===== config.mk =====
export PLATFORM = sky130hd
export DESIGN_NAME = traffic_inject_ctrl
export DESIGN_NICKNAME = d
export VERILOG_FILES = /design/src/rtl/traffic_inject_ctrl.sv
export SDC_FILE = /design/constraint.sdc
export NUM_CORES = 1
export LEC_CHECK = 0
export ABC_AREA = 1
export CAP_MARGIN = 20
export CORE_ASPECT_RATIO = 2
export CORE_MARGIN = 5
export CORE_UTILIZATION = 51
export DETAILED_ROUTE_END_ITERATION = 8
export PLACE_DENSITY = 0.81
export SYNTH_ARGS = -nofsm -noshare
export SYNTH_HDL_FRONTEND = slang
export SYNTH_SLANG_ARGS = --single-unit

===== constraint.sdc =====
create_clock -name clk -period 2.6 [get_ports clk]
set_clock_uncertainty 0.05 [all_clocks]
set_input_delay 0.39 -clock clk [delete_from_list [all_inputs] [get_ports clk]]
set_output_delay 0.39 -clock clk [all_outputs]
set_load 0.05 [all_outputs]

===== src/rtl/traffic_inject_ctrl.sv =====
// traffic_inject_ctrl: injection controller for one NoC router local port.
// Gates packet starts with an external 8-bit LFSR against a rate threshold,
// uses the LFSR value as flit payload and issues head/body/tail flits under
// credit-based flow control.
// Ports: clk, reset (async, active-high); start/stop run control;
//   cfg_rate/cfg_dest/cfg_num_pkts run configuration (latched on start);
//   lfsr_in/lfsr_en traffic generator link; credit_in downstream credits;
//   flit_valid/flit_type/flit_data flit output; busy/done/pkt_cnt status;
//   credit_err sticky overflow flag; stall_cnt stall-cycle statistic.
// Build option: define TRAFFIC_STATS_EN to build the saturating stall
//   counter; otherwise stall_cnt is tied to zero.
module traffic_inject_ctrl #(
  parameter int PKT_LEN = 4,
  parameter int CREDITS = 4,
  parameter int CNT_W   = 16
) (
  input  logic             clk,
  input  logic             reset,
  input  logic             start,
  input  logic             stop,
  input  logic [7:0]       cfg_rate,
  input  logic [3:0]       cfg_dest,
  input  logic [CNT_W-1:0] cfg_num_pkts,
  input  logic [7:0]       lfsr_in,
  output logic             lfsr_en,
  input  logic             credit_in,
  output logic             flit_valid,
  output logic [1:0]       flit_type,
  output logic [7:0]       flit_data,
  output logic             busy,
  output logic             done,
  output logic [CNT_W-1:0] pkt_cnt,
  output logic             credit_err,
  output logic [CNT_W-1:0] stall_cnt
);

  typedef enum logic [1:0] {
    IDLE,
    GAP,
    FLIT,
    DONE
  } state_t;

  state_t           state;
  logic [7:0]       rate_q;
  logic [3:0]       dest_q;
  logic [CNT_W-1:0] num_q;
  logic [4:0]       idx;
  logic [3:0]       credit_cnt;

  logic             issue;
  logic             is_head;
  logic             is_tail;
  logic             last_pkt;
  logic             can_start;
  logic [CNT_W-1:0] pkt_nxt;

  assign issue     = (state == FLIT) && (credit_cnt != 4'd0);
  assign is_head   = (idx == 5'd0);
  assign is_tail   = (idx == 5'(PKT_LEN - 1));
  assign pkt_nxt   = pkt_cnt + CNT_W'(1);
  assign last_pkt  = (num_q != '0) && (pkt_nxt == num_q);
  assign can_start = start && ((state == IDLE) || (state == DONE));

  // Generator advances only when its value is consumed.
  assign lfsr_en = (state == GAP) || issue;
  assign busy    = (state == GAP) || (state == FLIT);
  assign done    = (state == DONE);

  always_ff @(posedge clk or posedge reset) begin
    if (reset) begin
      state      <= IDLE;
      rate_q     <= '0;
      dest_q     <= '0;
      num_q      <= '0;
      idx        <= '0;
      pkt_cnt    <= '0;
      flit_valid <= 1'b0;
      flit_type  <= 2'b00;
      flit_data  <= 8'h00;
    end else begin
      flit_valid <= issue;
      // {tail, head}: single-flit packets get both bits.
      flit_type  <= issue ? {is_tail, is_head} : 2'b00;
      if (!issue)
        flit_data <= 8'h00;
      else if (is_head)
        flit_data <= {dest_q, lfsr_in[3:0]};
      else
        flit_data <= lfsr_in;

      unique case (state)
        IDLE, DONE: begin
          if (can_start) begin
            rate_q  <= cfg_rate;
            dest_q  <= cfg_dest;
            num_q   <= cfg_num_pkts;
            pkt_cnt <= '0;
            state   <= GAP;
          end
        end
        GAP: begin
          if (stop) begin
            state <= IDLE;
          end else if (lfsr_in < rate_q) begin
            idx   <= '0;
            state <= FLIT;
          end
        end
        FLIT: begin
          if (issue) begin
            if (is_tail) begin
              idx     <= '0;
              pkt_cnt <= pkt_nxt;
              if (last_pkt)
                state <= DONE;
              else if (stop)
                state <= IDLE;
              else
                state <= GAP;
            end else begin
              idx <= idx + 5'd1;
            end
          end
        end
        default: state <= IDLE;
      endcase
    end
  end

  // Simultaneous issue and return cancel; a return into a full
  // counter is dropped and flagged.
  always_ff @(posedge clk or posedge reset) begin
    if (reset) begin
      credit_cnt <= 4'(CREDITS);
      credit_err <= 1'b0;
    end else begin
      unique case ({issue, credit_in})
        2'b10: credit_cnt <= credit_cnt - 4'd1;
        2'b01: begin
          if (credit_cnt == 4'(CREDITS))
            credit_err <= 1'b1;
          else
            credit_cnt <= credit_cnt + 4'd1;
        end
        default: ;
      endcase
    end
  end

`ifdef TRAFFIC_STATS_EN
  always_ff @(posedge clk or posedge reset) begin
    if (reset) begin
      stall_cnt <= '0;
    end else if (can_start) begin
      stall_cnt <= '0;
    end else if ((state == FLIT) && (credit_cnt == 4'd0)
                 && (stall_cnt != '1)) begin
      stall_cnt <= stall_cnt + CNT_W'(1);
    end
  end
`else
  assign stall_cnt = '0;
`endif

endmodule

==> flow_summary.json, run 1 <==
{
  "syn_inst": 480,
  "fmax_mhz": 398.7,
  "r2r-end": "credit_cnt[3]",
  "r2r_setup_slack_ns": 0.20,
  "grt_max_degree": 42,
  "placement_rows": 44,
  "clock_latency_ns": 0.34,
  "pwr_density_cell_nw_per_um2": 1022,
  "yosysUniqueCellTypes": 37,
  "ys_async_sr_fraction_pct": 100.0,
  "ys_ff_latch": 67,
  "dieArea_sq_um": 9475,
  "cp-start-kind": "flip-flop",
  "io_pins": 88,
  "crit_top_cell": "inv_1",
  "die_h_um": 132.8,
  "die_x_um": 71.38,
  "finalSetupTns_ns": 0,
  "finalSetupViolCount": 0,
  "final_max_slew_viol_count": 0,
  "drt_iter0_drc": 270,
  "placed_cells": 641,
  "start_util_pct": 52.48,
  "cellLeakagePower_nw": 2.369,
  "vias_per_cell": 5.363,
  "crit_chain": "inv_1 > ha_2 > inv_1 > clkdlybuf4s50_1",
  "critical_path_class": "reg -> out",
  "required_ns": 2.16,
  "antenna_found_initial": 0,
  "drc": 0,
  "dp_hpwl_um": 7627,
  "worst_slew_pin_slew_ns": 0.5939,
  "timing.reg2reg.worst_path_depth": 12,
  "grt_pass1_vias": 3614,
  "grt_use_total_pct": 22.28,
  "clockRootBuffer": "clkbuf_16",
  "mostFrequentLayoutCells": "nand2_1, clkdlybuf4s50_1, dfrtp_1, nor2_1, inv_1",
  "coreArea_sq_um": 7322,
  "max_cap_viol_count": 0,
  "slew_headroom_pct": 60.35,
  "drt_first_pass_iters": 5,
  "r2r_start": "state[0]",
  "clk_pin_slew_worst_paths_ns": 0.06,
  "cp_data_arrival_time_ns": 2.07,
  "fin_crit_ns": 2.508,
  "synth_ff_type": "dfrtp_1",
  "pre_cts_slack_ns": 0.07740,
  "cts-buffers-inserted": 9,
  "synth.cell_area_sq_um": 3842,
  "final_cells": 658,
  "cts_tree": "built",
  "syn_to_final_growth_pct": 30.02,
  "ant_nets": 0,
  "layout_setup_ws_ns": 0.09180,
  "cts_num_sinks": 67,
  "io_buffer_count": 71,
  "routedWlPerCell_um": 15.38,
  "htreeDepth": 3,
  "worstSetupEndpointType": "output pin",
  "drive_gt1_share_pct": 8.304,
  "grt_pass1_wl_um": 16450,
  "clock_path_buffers": 2,
  "crit_path_max_incr_delay_ns": 0.83,
  "via_count": 3529,
  "synth_edf_count": 0,
  "timing.final.crit_share_pct": 96.47,
  "rsz0062_at_grt": "false",
  "ir_worst_vdd_mv": 0.8647,
  "final_nets": 618,
  "diodes": 0,
  "final_common_cell": "nand2_1",
  "slowest_stage": "clkdlybuf4s50_1",
  "yosysSeqAreaShare_pct": 43.67,
  "hp-class": "in -> async",
  "final_hold_viol_count": 0,
  "yosysWarningCount": 0,
  "worstPathMaxFanout": 4,
  "wl_um": 10120,
  "status": "finished, final reports clean",
  "grt-ovfl-total": 0,
  "routabilityCongestion": 0.8715,
  "synth.avg_cell_area_sq_um": 8.005
}
[cells in the mapped netlist (2+ instances only)]
| cell | count | area [sq um] |
|---|---|---|
| nor2_4 | 5 | 56.30 |
| inv_2 | 3 | 11.26 |
| o22ai_1 | 10 | 62.56 |
| xor2_1 | 8 | 70.07 |
| nand4_1 | 12 | 75.07 |
| dfrtp_1 | 66 | 1652 |
| xnor2_1 | 2 | 17.52 |
| a21oi_1 | 36 | 180.2 |
| and2_1 | 3 | 18.77 |
| ha_1 | 15 | 187.7 |
| nand3_1 | 41 | 205.2 |
| nor2_1 | 64 | 240.2 |
| o21ai_0 | 16 | 80.08 |
| buf_4 | 16 | 120.1 |
| or2_2 | 2 | 12.51 |
| clkbuf_1 | 5 | 18.77 |
| inv_1 | 64 | 240.2 |
| nand2_1 | 90 | 337.8 |
| mux2_2 | 4 | 45.04 |
[layer usage]
layer | GRT usage (%) | vias up | part of all wire (%)
met5 | 0 | - | 0
met4 | 11.82 | 0 | 3.8
met3 | 4.784 | 27 | 6.2
met2 | 40.88 | 146 | 56
met1 | 22.64 | 1672 | 34
li1 | - | 1684 | -
[sequential cells by signal, indices dropped and copies added, names as in the netlist]
register    flops
rate_q          8
state           2
idx             5
flit_valid      1
credit_err      1
dest_q          4
num_q          16
credit_cnt      4
pkt_cnt        16
flit_type       2
flit_data       8
[metrics by stage]
stage	utilization, %	total power (W)	area [sq um]	hold WS (ns)
global route	68.23	0.005417	4996	0.4443
finish	68.23	0.005107	4996	0.3997
CTS	68.10	0.005113	4986	0.4041
floorplan	-	0.003034	3899	0.4298
detailed placement	63.41	0.003679	4643	0.4113
global placement	63.41	0.003594	4643	0.4202
[area by class of cell]
| type | count | area, sq um |
|---|---|---|
| clock buffers | 11 | 242.7 |
| clock inverters | 5 | 100.1 |
| fillers | 612 | 2326 |
| inverters | 69 | 261.5 |
| multi-input cells | 337 | 1821 |
| flip-flops and latches | 67 | 1678 |
| well taps | 92 | 115.1 |
| repair buffers | 77 | 778.2 |
[kinds of logic (layout without fill, tap and decap cells)]
group	count (synthesis)	after routing	synth area share (%)
buffers and inverters	91	162	10.55
other	1	16	0.09759
DFF	67	67	43.67
adders and majority gates	16	16	5.405
xor gates and xnor gates	12	12	3.484
AOI/OAI and AO/OA	68	68	9.997
and+or+nand+nor	220	220	25.24
muxes	5	5	1.563
[worst max path at each step]
stage,from,slack (ns),to,cells past startpoint
2_1_floorplan,state[0],0.36,credit_cnt[3],12
3_3_place_gp,state[0],0.18,credit_cnt[3],12
3_5_place_dp,state[0],0.08,credit_cnt[3],12
4_1_cts,state[0],0.04,credit_cnt[3],12
5_1_grt,state[0],0.03,busy,4
6_report,state[0],0.09,busy,4
[worst max-delay path, delay by kind of cell, from the launching register on]
family | cells | cell delay, ns
flip-flops | 1 | 0.41
adder cells (fa/ha/maj) | 1 | 0.29
buffers and inverters | 3 | 1.04
[what timing repair did]
action                     in CTS  in global routing
resized for setup               0                  1
hold buffers                    0                  0
setup buffers                   0                  1
setup endpoints to repair       0                  2
[where the power goes]
part,switching (W),internal (W),total (W),leakage [nW]
clock network,0.000452,0.000959,0.00141,0.169
logic,0.00137,0.000789,0.00216,1.37
registers,0.000182,0.00136,0.00154,0.834
(Power assumes the default switching activity.)
==> run 2: changes to the inputs <==
CAP_MARGIN = default   (was 20)
==> results of run 2 <==
The final DEF is identical to that of run 1; final timing and power are the same.
